[src/rtl/drbg_pkg.sv]
// drbg_pkg: shared CTR_DRBG types and helpers for the update and generate blocks
package drbg_pkg;
    localparam int BLK_W = 128;
    typedef enum logic [1:0] {IDLE, REQ, FIN} upd_state_t;
    function automatic int nblk(input int key_w);
        return (key_w + 2 * BLK_W - 1) / BLK_W;
    endfunction
    // Only the low ctr_w bits count; the upper bits of V never see a carry
    function automatic logic [BLK_W-1:0] ctr_inc(input logic [BLK_W-1:0] v, input int ctr_w);
        logic [BLK_W-1:0] m;
        m = {BLK_W{1'b1}} >> (BLK_W - ctr_w);
        return (v & ~m) | ((v + 1'b1) & m);
    endfunction
endpackage

[src/rtl/ctr_drbg_update_if.sv]
// ctr_drbg_update_if: cipher request/response channel between the DRBG update engine and the AES core
interface ctr_drbg_update_if #(parameter int KEY_W = 256);
    import drbg_pkg::*;
    logic             aes_req;
    logic [KEY_W-1:0] aes_key;
    logic [BLK_W-1:0] aes_pt;
    logic             aes_ack;
    logic [BLK_W-1:0] aes_ct;
    modport master (output aes_req, aes_key, aes_pt, input aes_ack, aes_ct);
    modport slave (input aes_req, aes_key, aes_pt, output aes_ack, aes_ct);
endinterface

[src/rtl/drbg_keystream_buf.sv]
// drbg_keystream_buf: NBLK x 128 ciphertext buffer loaded by slot; slot 0 is most significant,
// output is the leftmost SEED_W bits
module drbg_keystream_buf
    import drbg_pkg::*;
#(
    parameter int NBLK = 3,
    parameter int SEED_W = 384,
    localparam int IW = $clog2(NBLK)
) (
    input  logic              clk,
    input  logic              rst,
    input  logic              load,
    input  logic [IW-1:0]     slot,
    input  logic [BLK_W-1:0]  din,
    output logic [SEED_W-1:0] dout
);
    logic [BLK_W-1:0]      slot_q [NBLK];
    logic [NBLK*BLK_W-1:0] flat;

    always_ff @(posedge clk or posedge rst)
        if (rst) slot_q <= '{default: '0};
        else if (load) slot_q[slot] <= din;

    for (genvar s = 0; s < NBLK; s++) begin : g_flat
        assign flat[(NBLK-s)*BLK_W-1 -: BLK_W] = slot_q[s];
    end

    assign dout = flat[NBLK*BLK_W-1 -: SEED_W];
endmodule

[src/rtl/ctr_drbg_update.sv]
// ctr_drbg_update: CTR_DRBG Update (no derivation function) holding Key/V and driving an external AES core
module ctr_drbg_update
    import drbg_pkg::*;
#(
    parameter int KEY_W = 256,
    parameter int CTR_W = 128,
    localparam int SEED_W = KEY_W + BLK_W
) (
    input  logic              clk,
    input  logic              rst,
    input  logic              start,
    input  logic              init,
    input  logic [SEED_W-1:0] provided_data,
    output logic [KEY_W-1:0]  key,
    output logic [BLK_W-1:0]  v,
    output logic              busy,
    output logic              done,
    ctr_drbg_update_if.master aes
);
    localparam int NBLK = nblk(KEY_W);
    localparam int IW = $clog2(NBLK);

    upd_state_t        state, state_nx;
    logic [KEY_W-1:0]  wk;
    logic [BLK_W-1:0]  wv;
    logic [SEED_W-1:0] pd_q, temp, mixed;
    logic [IW-1:0]     idx;
    logic              accept, take, last;

    assign accept = state == IDLE && start;
    assign take   = state == REQ && aes.aes_ack;
    assign last   = idx == IW'(NBLK - 1);
    assign mixed  = temp ^ pd_q;

    assign busy        = state != IDLE;
    assign aes.aes_req = state == REQ;
    assign aes.aes_key = wk;
    assign aes.aes_pt  = wv;

    always_ff @(posedge clk or posedge rst)
        if (rst) state <= IDLE;
        else state <= state_nx;

    always_comb begin
        state_nx = state == IDLE ? (start ? REQ : IDLE) :
                   state == REQ  ? (take && last ? FIN : REQ) : IDLE;
    end

    // The working copies feed the cipher; key/v only move on the FIN edge
    always_ff @(posedge clk or posedge rst) begin
        if (rst) begin
            wk   <= '0;
            wv   <= '0;
            pd_q <= '0;
            idx  <= '0;
            key  <= '0;
            v    <= '0;
            done <= 1'b0;
        end else begin
            done <= state == FIN;
            if (accept) begin
                wk   <= init ? '0 : key;
                wv   <= ctr_inc(init ? '0 : v, CTR_W);
                pd_q <= provided_data;
                idx  <= '0;
            end
            if (take) begin
                wv  <= ctr_inc(wv, CTR_W);
                idx <= idx + 1'b1;
            end
            if (state == FIN) begin
                key <= mixed[SEED_W-1:BLK_W];
                v   <= mixed[BLK_W-1:0];
            end
        end
    end

    drbg_keystream_buf #(.NBLK(NBLK), .SEED_W(SEED_W)) u_buf (
        .clk  (clk),
        .rst  (rst),
        .load (take),
        .slot (idx),
        .din  (aes.aes_ct),
        .dout (temp)
    );
endmodule

[src/flat_wrapper.sv]
// flat-port wrapper written by rule: the top's interface ports become plain ports
module ctr_drbg_update_flat import drbg_pkg::*;
#(
    parameter int KEY_W = 256,
    parameter int CTR_W = 128,
    localparam int SEED_W = KEY_W + BLK_W
)
  (clk, rst, start, init, provided_data, key, v, busy, done, aes_aes_req, aes_aes_key, aes_aes_pt, aes_aes_ack, aes_aes_ct);
  ctr_drbg_update_if #(.KEY_W(KEY_W)) aes_i ();
  input  logic clk;
  input  logic rst;
  input  logic start;
  input  logic init;
  input  logic [SEED_W-1:0] provided_data;
  output logic [KEY_W-1:0] key;
  output logic [BLK_W-1:0] v;
  output logic busy;
  output logic done;
  output wire logic [$bits(aes_i.aes_req)-1:0] aes_aes_req;
  output wire logic [$bits(aes_i.aes_key)-1:0] aes_aes_key;
  output wire logic [$bits(aes_i.aes_pt)-1:0] aes_aes_pt;
  input wire logic [$bits(aes_i.aes_ack)-1:0] aes_aes_ack;
  input wire logic [$bits(aes_i.aes_ct)-1:0] aes_aes_ct;
  assign aes_aes_req = aes_i.aes_req;
  assign aes_aes_key = aes_i.aes_key;
  assign aes_aes_pt = aes_i.aes_pt;
  assign aes_i.aes_ack = aes_aes_ack;
  assign aes_i.aes_ct = aes_aes_ct;
  ctr_drbg_update #(.KEY_W(KEY_W), .CTR_W(CTR_W)) u_core (.clk(clk), .rst(rst), .start(start), .init(init), .provided_data(provided_data), .key(key), .v(v), .busy(busy), .done(done), .aes(aes_i));
endmodule
[config.mk]
export PLATFORM = sky130hd
export DESIGN_NAME = ctr_drbg_update_flat
export DESIGN_NICKNAME = d
export VERILOG_FILES = /design/src/rtl/drbg_pkg.sv /design/src/rtl/ctr_drbg_update_if.sv /design/src/rtl/drbg_keystream_buf.sv /design/src/rtl/ctr_drbg_update.sv /design/src/flat_wrapper.sv
export SDC_FILE = /design/constraint.sdc
export NUM_CORES = 2
export LEC_CHECK = 0
export CAP_MARGIN = 20
export CORE_AREA = 2 2 504 506
export DETAILED_ROUTE_END_ITERATION = 10
export DIE_AREA = 0 0 506 508
export HOLD_SLACK_MARGIN = 0.02
export SYNTH_ARGS = -nofsm -noshare
export SYNTH_HDL_FRONTEND = slang
export SYNTH_HIERARCHICAL = 1
export SYNTH_SLANG_ARGS = --single-unit
[constraint.sdc]
create_clock -name clk -period 51.8 [get_ports clk]
set_input_delay 10.36 -clock clk [delete_from_list [all_inputs] [get_ports clk]]
set_output_delay 10.36 -clock clk [all_outputs]
set_load 0.1 [all_outputs]
==> After elaboration in Yosys (flattened, before gate mapping) <==
Index checks and enable logic that the tools add are counted.
Widths: inputs -> output; s select.
{ "totals": {"ff_bits": 1541, "inputBits": 517} }
{ "classes": {"add_sub_neg": 3, "n_lt_le_gt_ge": 2, "n_eq_ne": 3, "muxes": 13, "bitwise": 2, "n_reduce_logical": 7} }
{ "ops": {"columns": ["cell", "n"], "rows": [
  ["$mux 128", 4],
  ["$bwmux 384", 1],
  ["$xor 384x384->384", 1],
  ["$add 128x1->128 const B", 2],
  ["$demux 128 s2", 1],
  ["$mux 256", 1],
  ["$mux 2", 5],
  ["$eq 2x2->1 const B", 2],
  ["$logic_and 1x1->1", 4],
  ["$reduce_bool 2->1", 2],
  ["$ge 3x3->1 const B", 1],
  ["$lt 3x1->1 const B", 1],
  ["$not 2->3", 1],
  ["$add 2x1->2 const B", 1],
  ["$eq 2x1->1 const B", 1],
  ["$logic_not 2->1", 1],
  ["$mux 1", 1]
]} }

==> Depth between registers and ports, before layout <==
{ "logic_depth": {"word_depth": 6, "depth_mapped": 26} }

==> By module <==
Netlist, hierarchy kept.
{ "modules_own_cells": {"columns": ["mod", "n_inst", "cells_each", "area_per_inst_um2", "seq_area_each_um2"], "rows": [
  ["ctr_drbg_update", 1, 6306, 54522.3, 28952.8],
  ["drbg_keystream_buf", 1, 814, 14402.6, 9609.2]
]} }

==> Worst setup path after synthesis <==
Ideal clock, no wire load.
{ "synth_timing": {"path_kind": "input to register", "start": "in aes_aes_ack", "end": "reg u_core.wv[124] (netlist: u_core/aes.aes_pt[124])", "setup_time_ns": 0.096, "arrival_time_ns": 16.011, "slack_ns": 35.693, "cell_stages": 26, "n_path_buf": 13, "path_cell_list": "nand3b_2 -> inv_2 -> buf_6 -> buf_6 -> buf_6 -> buf_2 -> clkbuf_1 -> clkbuf_1 -> clkbuf_1 -> buf_2 -> buf_2 -> buf_1 -> clkbuf_1 -> nand2_1 -> o21ai_0 -> ha_1 -> nand2_1 -> or4b_2 -> a222oi_1 -> and3_1 -> buf_2 -> and3_1 -> clkbuf_1 -> nand3b_1 -> or4_1 -> o31ai_1"} }
{ "synth_between": {"elab_chain_cells": 2, "elab_cells_between_ends": 3, "cone_classes": "mux (1); reduce/logical (2)"} }
{ "synth_lines": {"columns": ["item", "line", "source"], "rows": [
  ["start: declaration", "flat_wrapper.sv:22", "input wire logic [$bits(aes_i.aes_ack)-1:0] aes_aes_ack;"],
  ["$logic_and 1x1->1 *", "ctr_drbg_update.sv:31", "assign take = state == REQ && aes.aes_ack;"],
  ["via u_core.take", "ctr_drbg_update.sv:28", "logic accept, take, last;"],
  ["$mux 128 / $reduce_bool 2->1 (equally long branches)", null, null],
  ["end signal: assignment", "ctr_drbg_update.sv:63", "wv <= ctr_inc(init ? '0 : v, CTR_W);"],
  ["end signal: assignment", "ctr_drbg_update.sv:68", "wv <= ctr_inc(wv, CTR_W);"],
  ["end: declaration", "ctr_drbg_update.sv:25", "logic [BLK_W-1:0] wv;"]
]} }
The timed path passes the listed nets; every way through them passes the cells marked *.
A chain may end at the register's enable or synchronous reset.

==> Worst setup path after layout <==
{ "layout_timing": {"start": "in aes_aes_ack", "end": "reg u_core.wv[121] (netlist: u_core/aes.aes_pt[121])"} }
{ "layout_between": {"elab_chain_cells": 2, "elab_cells_between_ends": 3, "cone_classes": "mux (1); reduce/logical (2)"} }
{ "layout_lines": {"columns": ["item", "line"], "rows": [
  ["$logic_and 1x1->1 *", "ctr_drbg_update.sv:31"],
  ["$mux 128 / $reduce_bool 2->1 (equally long branches)", null]
]} }
Every way passes the cells marked *; elsewhere a longest branch is shown, timed or not.

==> qor.yml <==
timing:
  finalSetupViolations: 0
  slew_viol_final: 0
  fmax_ghz: 0.0634
  maxSlewHeadroom_pct: 5.95
  skew_ns: 0.0730
  fin_setup_tns_ns: 0
  layout_min_cycle_time_ns: 15.76
  rsz0062_at_grt: "no"
  worstMarginPinSlew_ns: 1.41
  finalCritPeriodShare_pct: 30.4
  hold_viol: 0
floorplanning:
  rows: 185
  ios: 1288
  fp.dieH_microns: 508
  die_area_sq_um: 257000
  design.core.area_sq_um: 252000
  start_util_pct: 27.3
  die_w_microns: 506
finish:
  multi_input_area_sq_um: 28300
  layout.cells.non_filler: 11800
  fin_util_pct: 36.2
  syn_to_final_growth_pct: 32.6
  final-seq-area_sq_um: 38600
  final_nets: 8795
  drive_above_1_share_pct: 11.6
  fillers: 25300
global_route:
  grt_pass1_vias: 58000
  track_usage_pct: 23.8
  antenna_found_initial: 93
  grt_pass1_wl_mm: 444
  grt_max_degree: 215
  overflow: 0
synth:
  ys_types: 87
  ys_seq_area_share_pct: 55.9
  syn_inst: 7120
  yosysTopAreaCellShare_pct: 55.9
  syn_avg_cell_area_sq_um: 9.68
  synth_area_leaders: "dfrtp_1, nand2_1, mux2_2"
  yosysTopAreaCell: "dfrtp_1"
  synth_most_common_cell: "nand2_1"
  synth_edf_count: 0
  synth_area_sq_um: 68900
  synth_nets: 7639
  yosysWarnings: 6
  synth-async-reset-ratio_pct: 100
  ys_ff_latch: 1541
  synth_ff_type: "dfrtp_1"
  synth_commonest_cells: "nand2_1, dfrtp_1, o21ai_0, mux2_2, xnor2_1"
critical_path:
  crit_fanout: 99
  max_stage_delay_ns: 0.75
  crit_top_cell: "buf_4"
  crit_family: "buffers and inverters"
  endpoint_kind: "flop"
  crit_buf_inv: 5
  required_ns: 52.52
  cp_slowest_cell: "buf_4"
  startpoint_type: "input port"
  path_cells: "clkdlybuf4s50_1, nand3b_4, inv_8, buf_4, buf_4, buf_4, nand2_1, o22ai_1, nand2_1, nor3_1, and4_1, o21ai_0, a21o_1"
  cp.arrival_ns: 16.48
  critical_path_class: "in2reg"
cts:
  hold_buffers: 0
  cts_root_buffer: "clkbuf_16"
  cts_sinks: 1541
  cts.clk_slew.worst_paths_ns: 0.06
  cts_setup_buffers: 0
  cts_resized: 0
  cts_buffer_depth: 3
  cts_tree: "yes"
  cts_buffers: 179
  clk_latency_ns: 0.85
  cts.htree.levels: 4
route:
  vias_per_cell: 4.95
  drt_iter0_drc: 5099
  drc: 0
  vias: 58600
  drt-wirelength-per-cell_microns: 26.7
  antenna_left: 0
  firstDrtPassIters: 8
  wl_mm: 315
status:
  status: "finished clean"
worst_hold_path:
  hold_path_class: "reg2reg"
job:
  maxCapViolCount: 0
placement:
  place.gp.congestion: 0.910
  place_hpwl_mm: 236
  port_buffers: 1287
  dp.cells: 11500
worst register-to-register path: cells and delay by family (launching register included):
| family | cells | cell delay [ns] |
|---|---|---|
| buf+inv | 4 | 2.85 |
| compound gates | 3 | 0.62 |
| simple gates | 5 | 2.14 |
| flops | 1 | 0.42 |
layout make-up:
type	instances	area share (%)
tap	3366	4.61
clock inverter	89	1.45
timing repair buffer	1402	14.8
antenna	38	0.104
sequential	1541	42.2
multi-input combinational	5111	31.0
inverter	41	0.201
clock buffer	240	5.59
sequential cells by signal (all words and copies together) (netlist names):
name and count:
u_core/key 256, u_core/aes.aes_pt 128, u_core/idx 2, u_core/u_buf/dout 384, u_core/v 128, u_core/aes.aes_key 256
u_core/state 2, u_core/done 1, u_core/pd_q 384
path summary, 6_finish.rpt:
check | start | to | slack (ns) | cells after the start
worst max-delay path | aes_aes_ack | u_core/aes.aes_pt[121]$_DFFE_PP0P_ | 36.04 | 13
worst min-delay path | u_core/aes.aes_key[167]$_DFFE_PP0P_ | u_core/aes.aes_key[167]$_DFFE_PP0P_ | 0.48 | 2
worst max register to register | u_core/state[1]$_DFF_PP0_ | u_core/aes.aes_pt[121]$_DFFE_PP0P_ | 45.70 | 12
worst min register to register | u_core/aes.aes_key[167]$_DFFE_PP0P_ | u_core/aes.aes_key[167]$_DFFE_PP0P_ | 0.48 | 2
max in group asynchronous | rst | u_core/v[68]$_DFFE_PP0P_ | 37.02 | 7
min in group asynchronous | rst | u_core/u_buf/dout[222]$_DFFE_PP0P_ | 10.15 | 2
kinds of logic (layout without fill, tap and decap cells):
family                     Yosys count  after routing  share of synthesized area [%]
AOI/OAI and AO/OA                 1213           1213                           10.1
xor gates and xnor gates           388            388                           4.93
adders and majority gates            2              2                         0.0363
buffers and inverters              468           1772                           3.03
DFF                               1541           1541                           55.9
muxes                              443            443                           7.15
other                                0             38                              0
and+or+nand+nor                   3065           3065                           18.8
per-stage QoR:
stage                     setup slack, ns  instance area (sq um)  hold WS [ns]
after floorplan                      8.85                  68900         0.466
after detailed placement            35.47                  84800         0.469
after global routing                35.87                  91300         0.502
final                               36.04                  91400         0.481
after global placement              35.57                  84700         0.464
after CTS                           36.39                  91200         0.482
per-layer routing:
metal	track usage, %	up-vias	wire length, microns
met1	32.6	29200	139000
met5	0	-	457
li1	-	26300	-
met2	36.6	2504	141000
met3	6.60	467	26500
met4	6.48	70	8540
cells in the final DEF, fill, tap and decap left out, types with 13 or more instances in the layout:
cell type        count
o22ai_1             27
nand2_1           2291
clkbuf_8            38
o21a_1              16
a221o_1             18
a2111oi_0           13
nor2b_1             67
nand2b_1            22
and2_1              24
diode_2             38
clkbuf_1            22
mux2i_1             47
dfrtp_1           1541
nand3b_1            21
a21oi_1            140
clkinv_2            32
buf_4              234
bufinv_16           21
nand4_1             77
and3_1              60
inv_1               37
xnor2_1            381
a31oi_1             18
and4_1              15
clkbuf_16          180
nor3_1              65
nor2_1             168
a211oi_1            16
or3_1               20
o21ai_0            789
nand3_1            140
o211ai_1            41
mux2_2             394
nor4_1              19
clkdlybuf4s50_1   1159
Power is not shown: default switching activity piles up to over one toggle a cycle in this logic, so the estimate is an artifact.
